**src/rtl/qk_core_sequencer.sv**
```systemverilog
// Per-core sequencer for one fullchip QK core: host Q/K writes, K load, execute, ofifo drain.
// Optional build macro PMEM_READBACK_EN adds an RDBK state that reads pmem back after MOVE.
module qk_core_sequencer #(
  parameter int unsigned bw          = 4,
  parameter int unsigned pr          = 8,
  parameter int unsigned col         = 8,
  parameter int unsigned total_cycle = 8,
  parameter int unsigned gap         = 10
) (
  input  logic             i_clk,
  input  logic             i_rst_n,
  input  logic             i_start,
  input  logic             i_abort,
  input  logic [pr*bw-1:0] i_host_data,
  input  logic             i_host_valid,
  output logic             o_host_ready,
  output logic [pr*bw-1:0] o_mem_in,
  output logic [16:0]      o_inst,
  output logic             o_busy,
  output logic             o_done,
  output logic [3:0]       o_phase
);

  localparam int unsigned CntW = 8;

  localparam int unsigned BitOfifoRd = 16;
  localparam int unsigned QkAddLsb   = 12;
  localparam int unsigned PAddLsb    = 8;
  localparam int unsigned BitExecute = 7;
  localparam int unsigned BitLoad    = 6;
  localparam int unsigned BitQmemRd  = 5;
  localparam int unsigned BitQmemWr  = 4;
  localparam int unsigned BitKmemRd  = 3;
  localparam int unsigned BitKmemWr  = 2;
`ifdef PMEM_READBACK_EN
  localparam int unsigned BitPmemRd  = 1;
`endif
  localparam int unsigned BitPmemWr  = 0;

  localparam logic [CntW-1:0] QLast   = CntW'(total_cycle - 1);
  localparam logic [CntW-1:0] KLast   = CntW'(col - 1);
  localparam logic [CntW-1:0] LdLast  = CntW'(col);
  localparam logic [CntW-1:0] GapLast = CntW'(gap - 1);

  typedef enum logic [3:0] {
    StIdle   = 4'd0,
    StQwr    = 4'd1,
    StKwr    = 4'd2,
    StLoad   = 4'd3,
    StLdrain = 4'd4,
    StGap1   = 4'd5,
    StExec   = 4'd6,
    StGap2   = 4'd7,
    StMove   = 4'd8,
`ifdef PMEM_READBACK_EN
    StRdbk   = 4'd9,
`endif
    StDone   = 4'd10
  } state_e;

  state_e             r_state, w_state_d;
  logic [CntW-1:0]    r_cnt, w_cnt_d;
  logic [16:0]        r_inst, w_inst_d;
  logic [pr*bw-1:0]   r_mem_in, w_mem_in_d;
  logic               w_beat;

  always_ff @(posedge i_clk or negedge i_rst_n) begin
    if (!i_rst_n) begin
      r_state  <= StIdle;
      r_cnt    <= '0;
      r_inst   <= '0;
      r_mem_in <= '0;
    end else begin
      r_state  <= w_state_d;
      r_cnt    <= w_cnt_d;
      r_inst   <= w_inst_d;
      r_mem_in <= w_mem_in_d;
    end
  end

  assign o_host_ready = (r_state == StQwr) || (r_state == StKwr);
  assign w_beat       = o_host_ready & i_host_valid;

  always_comb begin
    w_state_d  = r_state;
    w_cnt_d    = r_cnt;
    w_inst_d   = '0;
    w_mem_in_d = r_mem_in;

    // abort beats every other request, including a start in the same cycle
    if (i_abort) begin
      w_state_d = StIdle;
      w_cnt_d   = '0;
    end else begin
      unique case (r_state)
        StIdle: begin
          if (i_start) begin
            w_state_d = StQwr;
            w_cnt_d   = '0;
          end
        end

        StQwr, StKwr: begin
          // stalled cycles keep the last address on the bus with no write strobe
          w_inst_d[QkAddLsb +: 4] = r_inst[QkAddLsb +: 4];
          if (w_beat) begin
            w_inst_d[QkAddLsb +: 4] = r_cnt[3:0];
            w_mem_in_d              = i_host_data;
            w_cnt_d                 = r_cnt + CntW'(1);
            if (r_state == StQwr) begin
              w_inst_d[BitQmemWr] = 1'b1;
              if (r_cnt == QLast) begin
                w_state_d = StKwr;
                w_cnt_d   = '0;
              end
            end else begin
              w_inst_d[BitKmemWr] = 1'b1;
              if (r_cnt == KLast) begin
                w_state_d = StLoad;
                w_cnt_d   = '0;
              end
            end
          end
        end

        StLoad: begin
          // cycle 0 primes the array; cycles 1..col stream kmem rows 0..col-1
          w_inst_d[BitLoad] = 1'b1;
          if (r_cnt != '0) begin
            w_inst_d[BitKmemRd]     = 1'b1;
            w_inst_d[QkAddLsb +: 4] = r_cnt[3:0] - 4'd1;
          end
          w_cnt_d = r_cnt + CntW'(1);
          if (r_cnt == LdLast) begin
            w_state_d = StLdrain;
            w_cnt_d   = '0;
          end
        end

        StLdrain: begin
          w_inst_d[BitLoad] = 1'b1;
          w_state_d         = StGap1;
          w_cnt_d           = '0;
        end

        StGap1, StGap2: begin
          w_cnt_d = r_cnt + CntW'(1);
          if (r_cnt == GapLast) begin
            w_state_d = (r_state == StGap1) ? StExec : StMove;
            w_cnt_d   = '0;
          end
        end

        StExec: begin
          w_inst_d[BitExecute]    = 1'b1;
          w_inst_d[BitQmemRd]     = 1'b1;
          w_inst_d[QkAddLsb +: 4] = r_cnt[3:0];
          w_cnt_d                 = r_cnt + CntW'(1);
          if (r_cnt == QLast) begin
            w_state_d = StGap2;
            w_cnt_d   = '0;
          end
        end

        StMove: begin
          w_inst_d[BitOfifoRd]   = 1'b1;
          w_inst_d[BitPmemWr]    = 1'b1;
          w_inst_d[PAddLsb +: 4] = r_cnt[3:0];
          w_cnt_d                = r_cnt + CntW'(1);
          if (r_cnt == QLast) begin
`ifdef PMEM_READBACK_EN
            w_state_d = StRdbk;
`else
            w_state_d = StDone;
`endif
            w_cnt_d   = '0;
          end
        end

`ifdef PMEM_READBACK_EN
        StRdbk: begin
          w_inst_d[BitPmemRd]    = 1'b1;
          w_inst_d[PAddLsb +: 4] = r_cnt[3:0];
          w_cnt_d                = r_cnt + CntW'(1);
          if (r_cnt == QLast) begin
            w_state_d = StDone;
            w_cnt_d   = '0;
          end
        end
`endif

        StDone: begin
          w_state_d = StIdle;
          w_cnt_d   = '0;
        end

        default: begin
          w_state_d = StIdle;
          w_cnt_d   = '0;
        end
      endcase
    end
  end

  assign o_inst   = r_inst;
  assign o_mem_in = r_mem_in;
  assign o_busy   = (r_state != StIdle);
  assign o_done   = (r_state == StDone);
  assign o_phase  = r_state;

endmodule

```
**config.mk**
```make
export PLATFORM = sky130hd
export DESIGN_NAME = qk_core_sequencer
export DESIGN_NICKNAME = d
export VERILOG_FILES = /design/src/rtl/qk_core_sequencer.sv
export SDC_FILE = /design/constraint.sdc
export NUM_CORES = 1
export LEC_CHECK = 0
export BUFFER_PORTS_ARGS = -buffer_cell sky130_fd_sc_hd__buf_2
export CORE_MARGIN = 10
export CORE_UTILIZATION = 30
export CTS_BUF_LIST = sky130_fd_sc_hd__clkbuf_8
export DETAILED_ROUTE_END_ITERATION = 10
export GPL_ROUTABILITY_DRIVEN = 0
export HOLD_SLACK_MARGIN = 0.03
export PLACE_DENSITY = 0.51
export REMOVE_ABC_BUFFERS = 1
export SLEW_MARGIN = 30
export SYNTH_ARGS = -nofsm -noshare
export SYNTH_HDL_FRONTEND = slang
export SYNTH_SLANG_ARGS = --single-unit
```
**constraint.sdc**
```tcl
create_clock -name i_clk -period 2.7 [get_ports i_clk]
set_input_delay 0.54 -clock i_clk [delete_from_list [all_inputs] [get_ports i_clk]]
set_output_delay 0.54 -clock i_clk [all_outputs]
set_load 0.01 [all_outputs]
```
== Word level (Yosys, flattened, before mapping) ==
Index checks and enable logic that the tools add are counted.

* Bits in registers: 60
* Bits in latches: 0
* RAM bits: 0
* Bits in read-only memories: 0
* Output and inout port bits: 56
* Memories kept: 0

* Add/subtract/negate cells: 2
* Multipliers: 0
* Div/mod/pow operators: 0
* Order comparisons: 0
* Equal/unequal tests: 19
* Shift-type cells: 0
* Mux-type cells: 36
* Bitwise gates (word level): 2
* Reduce and logical (&&, ||, !) cells: 11

{| class="wikitable"
|+ Operators with widths
! operator !! number
|-
| two-way mux 4 bit || 14
|-
| two-way mux 8 bit || 6
|-
| case mux 8 bit (5 select lines) || 1
|-
| case mux 4 bit (7 select lines) || 1
|-
| != test 3 bit (second input constant) || 7
|-
| == test 4 x 3 -> 1 bit (second input constant) || 4
|-
| == test 8 x 4 -> 1 bit (second input constant) || 2
|-
| two-way mux 15 bit || 1
|-
| two-way mux 1 bit || 12
|-
| case mux 4 bit (3 select lines) || 1
|-
| adder 8 x 1 -> 8 bit (second input constant) || 1
|-
| == test 4 x 2 -> 1 bit (second input constant) || 2
|-
| == test 4 bit (second input constant) || 2
|-
| == test 8 x 3 -> 1 bit (second input constant) || 1
|-
| nonzero test 8 bit || 1
|-
| OR reduction 2 bit || 4
|-
| AND reduction 7 bit || 1
|-
| == test 4 x 1 -> 1 bit (second input constant) || 1
|-
| logical NOT 4 bit || 1
|-
| nonzero test 4 bit || 1
|-
| subtractor 4 x 1 -> 4 bit (second input constant) || 1
|-
| AND reduction 3 bit || 1
|-
| AND reduction 2 bit || 1
|-
| bitwise AND 1 bit || 1
|-
| 2 further kinds || 2
|}

== Logic depth before layout (Yosys ltp) ==
Gate-level depths: netlist of run 1.

* Word-level depth: 6
* Gate-level depth with buffers: 7

== Worst setup path after synthesis of run 1 ==
OpenSTA, ideal clock, no wires.

* Kind: register to register
* From: reg r_cnt[0]
* To: reg r_state[1] (netlist: o_phase[1])
* Setup time: 0.128 ns
* Data arrival time: 1.921 ns
* Required time: 2.572 ns
* Setup slack: 0.652 ns
* Cell stages (with the launch flop): 8
* Buffers on the path: 0
* Period minus slack after synthesis: 2.048 ns
* Cells stage by stage: dfrtp_1 > inv_1 > ha_1 > or3b_1 > a21oi_1 > a211o_1 > a21oi_1 > mux2_1

* Word-level cells in the longest chain between the ends: 3
* Elaborated cells between the ends (all ways): 9
* Classes of those cells: eq/ne: 8; reduce/logical: 1

{| class="wikitable"
|+ RTL lines
! element !! line !! text
|-
| start, declared || 62 || <nowiki>logic [CntW-1:0] r_cnt, w_cnt_d;</nowiki>
|-
| start signal, assigned || 75 || <nowiki>r_cnt <= w_cnt_d;</nowiki>
|-
| == test 8 x 4 -> 1 bit (tied with other cells) || 148 || <nowiki>if (r_cnt == GapLast) begin</nowiki>
|-
| != test 3 bit (no source line) || n/a ||
|-
| AND reduction 7 bit (no source line) * || n/a ||
|-
| end signal, assigned || 69 || <nowiki>r_state <= StIdle;</nowiki>
|-
| end signal, assigned || 74 || <nowiki>r_state <= w_state_d;</nowiki>
|-
| end, declared || 61 || <nowiki>state_e r_state, w_state_d;</nowiki>
|}

Mark *: on every way between the ends. The rest lies on a longest branch, timed or not.
A chain may end at the register's enable or synchronous reset.

== Worst setup path after layout of run 1 ==
Ends and elaborated chain as after synthesis.

==> metrics.md, run 1 <==
| Metric | Value |
|---|---|
| Synthesized cell area | approximately 2700 um2 |
| Internal Power | approximately 2.2 mW |
| Via count of the first global-routing pass | around 2200 |
| Cell mode on critical path | sky130_fd_sc_hd__a21oi_1 |
| Overall via count from detail_route | 2200 |
| Area Growth Syn to Fin | 27.2% |
| Global-route wire length before repair | roughly 11000 um |
| Type of the worst min-delay path | in -> async |
| Sequential fraction of the synthesis area | 53.3% |
| Measured slew at the worst slew-check pin | about 0.54 ns |
| Critical Path Fanout Max | 8 |
| Class of the most critical setup path | reg -> reg |
| Final Setup Violations | 0 |
| Number of sinks on the clock net | 58 |
| Critical Path Source | r_cnt[0] |
| Clock tree skew after final layout | around 0.010 ns |
| Congestion Overflow GR | 0 |
| Net count reported at finish | approximately 380 |
| Clock transition at the registers of the reported paths | roughly 0.07 ns |
| Total routing usage reported by global routing | between 10% and 20% |
| Count of H-tree levels built during CTS | 3 |
| Internal reg-to-reg setup slack | approximately 0.42 ns |
| Avg Vias per Cell | between 4 and 5 |
| Max-capacitance violation count | 0 |
| Leakage dissipation | about 1.7 nW |
| CP cell instances | inv_1, ha_1, or3b_1, a21oi_1, a211o_1, a21oi_1, mux2_1 |
| Commonest non-fill, non-tap cell in the layout | sky130_fd_sc_hd__buf_2 |
| NetSw | between 1 and 1.5 mW |
| Period minus WS final | approximately 2.3 ns |
| Combinational fraction of design power | between 30% and 40% |
| Number of hold violations in the final report | 0 |
| Diode count | 0 |
| Number of buffers inserted during clock tree synthesis | 9 |
| CTS tree | built |
| Required arrival time at the worst endpoint | between 2 and 3 ns |
| Worst Setup End Kind | flop |
| Global-route track usage on met1 | between 10 and 15% |
| End of the worst register-to-register path | o_phase[1] |
| Final Routed Wirelength | just over 7000 um |
| Count of flip-flops with a built-in enable after synthesis | 0 |
| Top library cells by usage in the layout, fill and taps aside | sky130_fd_sc_hd__buf_2, sky130_fd_sc_hd__dfrtp_1, sky130_fd_sc_hd__mux2_2 |
| IR Drop Worst-Case VDD | around 0.28 mV |
| Root Driver | sky130_fd_sc_hd__clkbuf_8 |
| Data arrival time of the worst path | 2.51 ns |
| Final antenna-violating net count | 0 |
| Site row count | 34 |
| Termination of the worst setup path | o_phase[1] |
| Yosys warning total | 0 |
| Violation count after the first detailed-route iteration | between 150 and 200 |
| CTS hold repair buffers | 0 |
| Post-CTS setup buffer count | 0 |
| Mean routed wirelength per cell | approximately 16 um |
| Power Total | 3.43 mW |
| Core box area | between 8000 and 9000 um2 |
| Setup repair after global routing missed its margin | no |
| Effective utilization at floorplan | a little under a third |
| Start of the worst register-to-register path | r_cnt[0] |
| Proportion of layout cells with a drive suffix above 1 | between 40% and 50% |
| Fraction of power spent switching nets | 37.0% |
| Residual DRC | 0 |
| Primary FF master, synth | sky130_fd_sc_hd__dfrtp_1 |
| Post-synthesis async set-or-reset flop share | 100% |
| Sequential fraction of design power | just under 40% |
| Die Outline Area | roughly 13000 um2 |
| Clock buffer depth | 2 |
| Cell with the largest stage delay on the worst path | sky130_fd_sc_hd__dfrtp_1 |
| Largest net degree at the start of global routing | 33 |
| CTS-repair resized insts | 0 |
| Detailed placement HPWL | between 5000 and 6000 um |
| Met2 layer usage reported by global route | 15.8% |
| Vertical extent of the die | ~120 um |
| Avg Synthesized Cell Area | between 10 and 15 um2 |
| Proportion of power drawn by the clock network | between 20% and 30% |
| Number of cells on the worst reg-to-reg path | 7 |
| Result of the run | finished, final reports clean |
| Number of distinct library cell variants in the gate-level netlist after synthesis | 47 |
| Pins Over Slew Limit | 0 |
| Overall die width | around 120 um |
| Final period util | 84.5% |
| Critical path startpoint category | flop |
| Pre-antenna DRT Iters | 4 |
| Ratio of total power to cell area | 991 nW/um2 |
| Syn Inst Count | 243 |
| Relative slew slack | 64.1% |
| Setup TNS | 0 ns |
| Achievable clock frequency | ~440 MHz |
| Antenna violations before repair | 0 |
| Worst stage delay on the critical path | roughly 0.46 ns |
| I/O pin count | between 90 and 100 |
| Met3 Usage GRT | about 5.3% |
| Port Buffers | between 90 and 100 |
| Global route hottest layer | met2 |
| Number of flip-flops and latches in the synthesized netlist | between 50 and 60 |
| Clock insertion delay at the later pin of the skew report | roughly 0.34 ns |
-- critical path, delay by kind of cell (launching register included) --
family / cells / cell delay [ns]
adders and majority gates: 1 / 0.27
muxes: 1 / 0.32
and+or+nand+nor: 1 / 0.35
buffers and inverters: 1 / 0.16
DFF: 1 / 0.46
AOI/OAI and AO/OA: 3 / 0.61
-- power by group through the flow --
stage	logic [mW]	registers, mW	clock network, mW
2_1_floorplan	0.690	1.48	0
3_3_place_gp	1.39	1.35	0
3_5_place_dp	1.40	1.37	0
4_1_cts	1.40	1.35	0.745
5_1_grt	1.51	1.39	0.791
6_report	1.37	1.35	0.713
-- state kept, by name, indices dropped and copies added, names as in the netlist --
| register | count |
|---|---|
| o_phase | 4 |
| o_inst | 14 |
| o_mem_in | 32 |
| r_cnt | 8 |
-- cell families after synthesis --
| logic type | Yosys count | synth area share, % |
|---|---|---|
| XOR/XNOR | 2 | 0.643 |
| other | 1 | 0.138 |
| AO/OA/AOI/OAI | 37 | 9.69 |
| multiplexers | 34 | 14.0 |
| AND/OR/NAND/NOR | 84 | 16.4 |
| buffers and inverters | 23 | 4.00 |
| adder cells (fa/ha/maj) | 4 | 1.84 |
| flip-flops | 58 | 53.3 |
-- worst min-delay path by stage --
stage	endpoint	slack [ns]
2_1_floorplan	o_inst[0]	0.24
3_3_place_gp	o_mem_in[26]	0.47
3_5_place_dp	o_inst[12]	0.47
4_1_cts	o_mem_in[1]	0.14
5_1_grt	o_mem_in[13]	0.15
6_report	o_mem_in[1]	0.14
-- final cells by class --
| class | instances | area [um2] |
|---|---|---|
| Fill cell | 885 | 5300 |
| Sequential cell | 58 | 1450 |
| Multi-Input combinational cell | 162 | 1160 |
| Timing Repair Buffer | 97 | 513 |
| Clock buffer | 10 | 138 |
| Tap cell | 108 | 135 |
| Clock inverter | 6 | 42.5 |
| Inverter | 6 | 22.5 |
-- synthesized netlist by cell type (2+ instances only) --
master / instances / area, um2
sky130_fd_sc_hd__dfrtp_1: 58 / 1450
sky130_fd_sc_hd__mux2_2: 30 / 338
sky130_fd_sc_hd__nor2_1: 21 / 78.8
sky130_fd_sc_hd__nand2_1: 18 / 67.6
sky130_fd_sc_hd__nand3_1: 12 / 60.1
sky130_fd_sc_hd__a21oi_1: 10 / 50.1
sky130_fd_sc_hd__buf_2: 9 / 45.0
sky130_fd_sc_hd__nor3_1: 9 / 45.0
sky130_fd_sc_hd__inv_1: 6 / 22.5
sky130_fd_sc_hd__o21ai_0: 6 / 30.0
sky130_fd_sc_hd__clkbuf_1: 5 / 18.8
sky130_fd_sc_hd__nand2b_1: 5 / 31.3
sky130_fd_sc_hd__ha_1: 4 / 50.1
sky130_fd_sc_hd__a22o_1: 3 / 26.3
sky130_fd_sc_hd__a31oi_1: 3 / 18.8
sky130_fd_sc_hd__buf_4: 3 / 22.5
sky130_fd_sc_hd__mux2_1: 3 / 33.8
sky130_fd_sc_hd__nand4_1: 3 / 18.8
sky130_fd_sc_hd__a311oi_1: 2 / 17.5
sky130_fd_sc_hd__o21a_1: 2 / 15.0
sky130_fd_sc_hd__o22a_1: 2 / 17.5
sky130_fd_sc_hd__or2_2: 2 / 12.5
sky130_fd_sc_hd__or3_1: 2 / 12.5
sky130_fd_sc_hd__or4_1: 2 / 15.0
-- per-layer routing --
metal / vias to the layer above / share of wire [%]
met2: 92 / 43
met5: - / 0
li1: 1039 / -
met3: 7 / 9.9
met4: 0 / 0.83
met1: 1062 / 46
-- per-stage QoR --
step / hold WS, ns / area [um2] / std cells / setup WS (ns) / util (%)
2_1_floorplan: 0.244 / 2640 / 226 / 0.501 / -
3_3_place_gp: 0.470 / 3290 / 431 / 0.468 / 37.5
3_5_place_dp: 0.475 / 3290 / 431 / 0.409 / 37.5
4_1_cts: 0.135 / 3470 / 447 / 0.403 / 39.5
5_1_grt: 0.155 / 3470 / 447 / 0.222 / 39.5
6_report: 0.140 / 3470 / 447 / 0.418 / 39.5
Note: power is estimated with default switching activity, not from simulation.
==> run 2: changes to the inputs <==
==> constraint.sdc (replaced) <==
create_clock -name i_clk -period 2.1 [get_ports i_clk]
set_input_delay 0.42 -clock i_clk [delete_from_list [all_inputs] [get_ports i_clk]]
set_output_delay 0.42 -clock i_clk [all_outputs]
set_load 0.01 [all_outputs]
==> run 2 against run 1 <==
Clock power is 24% higher. Non-clock buffer count is 18 higher. Global-route usage hardly changed. Sequential power is 25% higher. Die area stayed put. Fmax is 15% higher. Core utilization is 1.6 points higher. Via count is 0.50% lower. Flip-flop and latch count stayed put. Worst hold slack worse by 0.080 ns. Largest cell class unchanged.
==> metrics.md, run 2 (synthesis gave the netlist of run 1 again) <==
| Metric | Value |
|---|---|
| Result of the run | finished, final reports clean |
| Core box area | roughly 8800 um2 |
| Diode count | 0 |
| Cell with the largest stage delay on the worst path | sky130_fd_sc_hd__or4_1 |
| Number of buffers inserted during clock tree synthesis | 9 |
| Number of fill cells in the layout | about 850 |
| Setup TNS | 0 ns |
| Final Setup Violations | 0 |
| Congestion Overflow GR | 0 |
| CTS tree | built |
| Vertical extent of the die | 115 um |
| Pins Over Slew Limit | 0 |
| Final period util | approximately 94% |
| Total routing usage reported by global routing | 10.9% |
| Root Driver | sky130_fd_sc_hd__clkbuf_8 |
| Number of hold violations in the final report | 0 |
| Worst Setup End Kind | flop |
| Mean routed wirelength per cell | around 15 um |
| Clock insertion delay at the later pin of the skew report | 0.33 ns |
| Die Outline Area | 13300 um2 |
| Residual DRC | 0 |
| Site row count | 34 |
| Class of the most critical setup path | reg -> reg |
| CTS hold repair buffers | 0 |
| Required arrival time at the worst endpoint | around 2.3 ns |
| Clock transition at the registers of the reported paths | around 0.070 ns |
| Global-route wire length before repair | approximately 12000 um |
| Number of sinks on the clock net | 58 |
| Type of the worst min-delay path | in -> async |
| Largest register FFs | 32 |
| Pre-antenna DRT Iters | 5 |
| Internal reg-to-reg setup slack | about 0.12 ns |
| Port Buffers | 91 |
| Effective utilization at floorplan | approximately 31% |
| Net count reported at finish | 393 |
| Achievable clock frequency | approximately 510 MHz |
| Final worst setup slack | around 0.12 ns |
| Relative slew slack | around two thirds |
| CTS-repair resized insts | 0 |
| Antenna violations before repair | 0 |
| Proportion of layout cells with a drive suffix above 1 | between 40% and 50% |
| Detailed placement HPWL | ~5600 um |
| Via count of the first global-routing pass | about 2300 |
| Largest net degree at the start of global routing | 38 |
| CP cell instances | or4_1, o22ai_2, nor2b_4, and4bb_1, a221o_1 |
| Critical path startpoint category | flop |
| Number of cells on the worst reg-to-reg path | 5 |
| Post-CTS setup buffer count | 0 |
| Critical Path Fanout Max | 9 |
| Worst stage delay on the critical path | roughly 0.57 ns |
| Commonest non-fill, non-tap cell in the layout | sky130_fd_sc_hd__buf_2 |
| Measured slew at the worst slew-check pin | 0.530 ns |
| Overall via count from detail_route | ~2200 |
| Area Growth Syn to Fin | 32.5% |
| Final antenna-violating net count | 0 |
| Setup repair after global routing missed its margin | no |
| I/O pin count | between 90 and 100 |
| Data arrival time of the worst path | 2.19 ns |
| Final Routed Wirelength | slightly above 7000 um |
| Period minus WS final | 1.98 ns |
| Overall die width | 115 um |
| Clock tree skew after final layout | between 0.008 and 0.009 ns |
| Count of H-tree levels built during CTS | 3 |
| Clock buffer depth | 2 |
| Worst Setup Slack post-DPL | between 0.04 and 0.05 ns |
| Violation count after the first detailed-route iteration | 98 |
| Max-capacitance violation count | 0 |
| IR Drop Worst-Case VDD | around 0.3 mV |
| Leakage dissipation | 1.78 nW |
| Hold slack final | 0.0597 ns |
| Avg Vias per Cell | 4.71 |
| Top library cells by usage in the layout, fill and taps aside | sky130_fd_sc_hd__buf_2, sky130_fd_sc_hd__dfrtp_1, sky130_fd_sc_hd__mux2_2 |
| Ratio of total power to cell area | ~1300 nW/um2 |
## run 2: routing by layer
metal,GRT usage [%],share of wire [%],vias up
li1,-,-,1082
met4,4.46,1.6,0
met3,4.43,8.6,9
met5,0,0,-
met1,13.0,44,1024
met2,17.1,45,74
## run 2: metrics by stage
step / instances / util [%] / instance area (um2) / power (mW)
2_1_floorplan: 226 / - / 2640 / 2.79
3_3_place_gp: 449 / 39.2 / 3430 / 3.68
3_5_place_dp: 449 / 39.2 / 3430 / 3.70
4_1_cts: 465 / 41.1 / 3600 / 4.61
5_1_grt: 465 / 41.2 / 3610 / 4.88
6_report: 465 / 41.2 / 3610 / 4.53
## run 2: critical path: cells and delay by family (launching register included)
kind,cells,cell delay (ns)
AND/OR/NAND/NOR,3,0.85
flip-flops,1,0.46
AO/OA/AOI/OAI,2,0.55
## run 2: area by class of cell
class / count / area (um2) / share of cell area, %
clock buffers: 10 / 138 / 3.81
clock inverters: 6 / 33.8 / 0.936
inverters: 6 / 22.5 / 0.624
multi-input cells: 162 / 1170 / 32.4
flip-flops and latches: 58 / 1450 / 40.2
well taps: 108 / 135 / 3.74
repair buffers: 115 / 661 / 18.3
## run 2: worst paths after layout
path	to	start
worst max register to register	r_cnt[2]	o_phase[3]
max in group asynchronous	o_mem_in[30]	i_rst_n
min in group i_clk	o_mem_in[25]	i_host_data[25]
worst min-delay path	o_mem_in[25]	i_rst_n
worst min register to register	o_inst[12]	o_inst[12]
worst max-delay path	r_cnt[2]	o_phase[3]
## run 2: report_power, final
group | internal (mW) | switching, mW
logic | 0.962 | 0.994
clock network | 0.449 | 0.433
registers | 1.48 | 0.210
total | 2.89 | 1.64
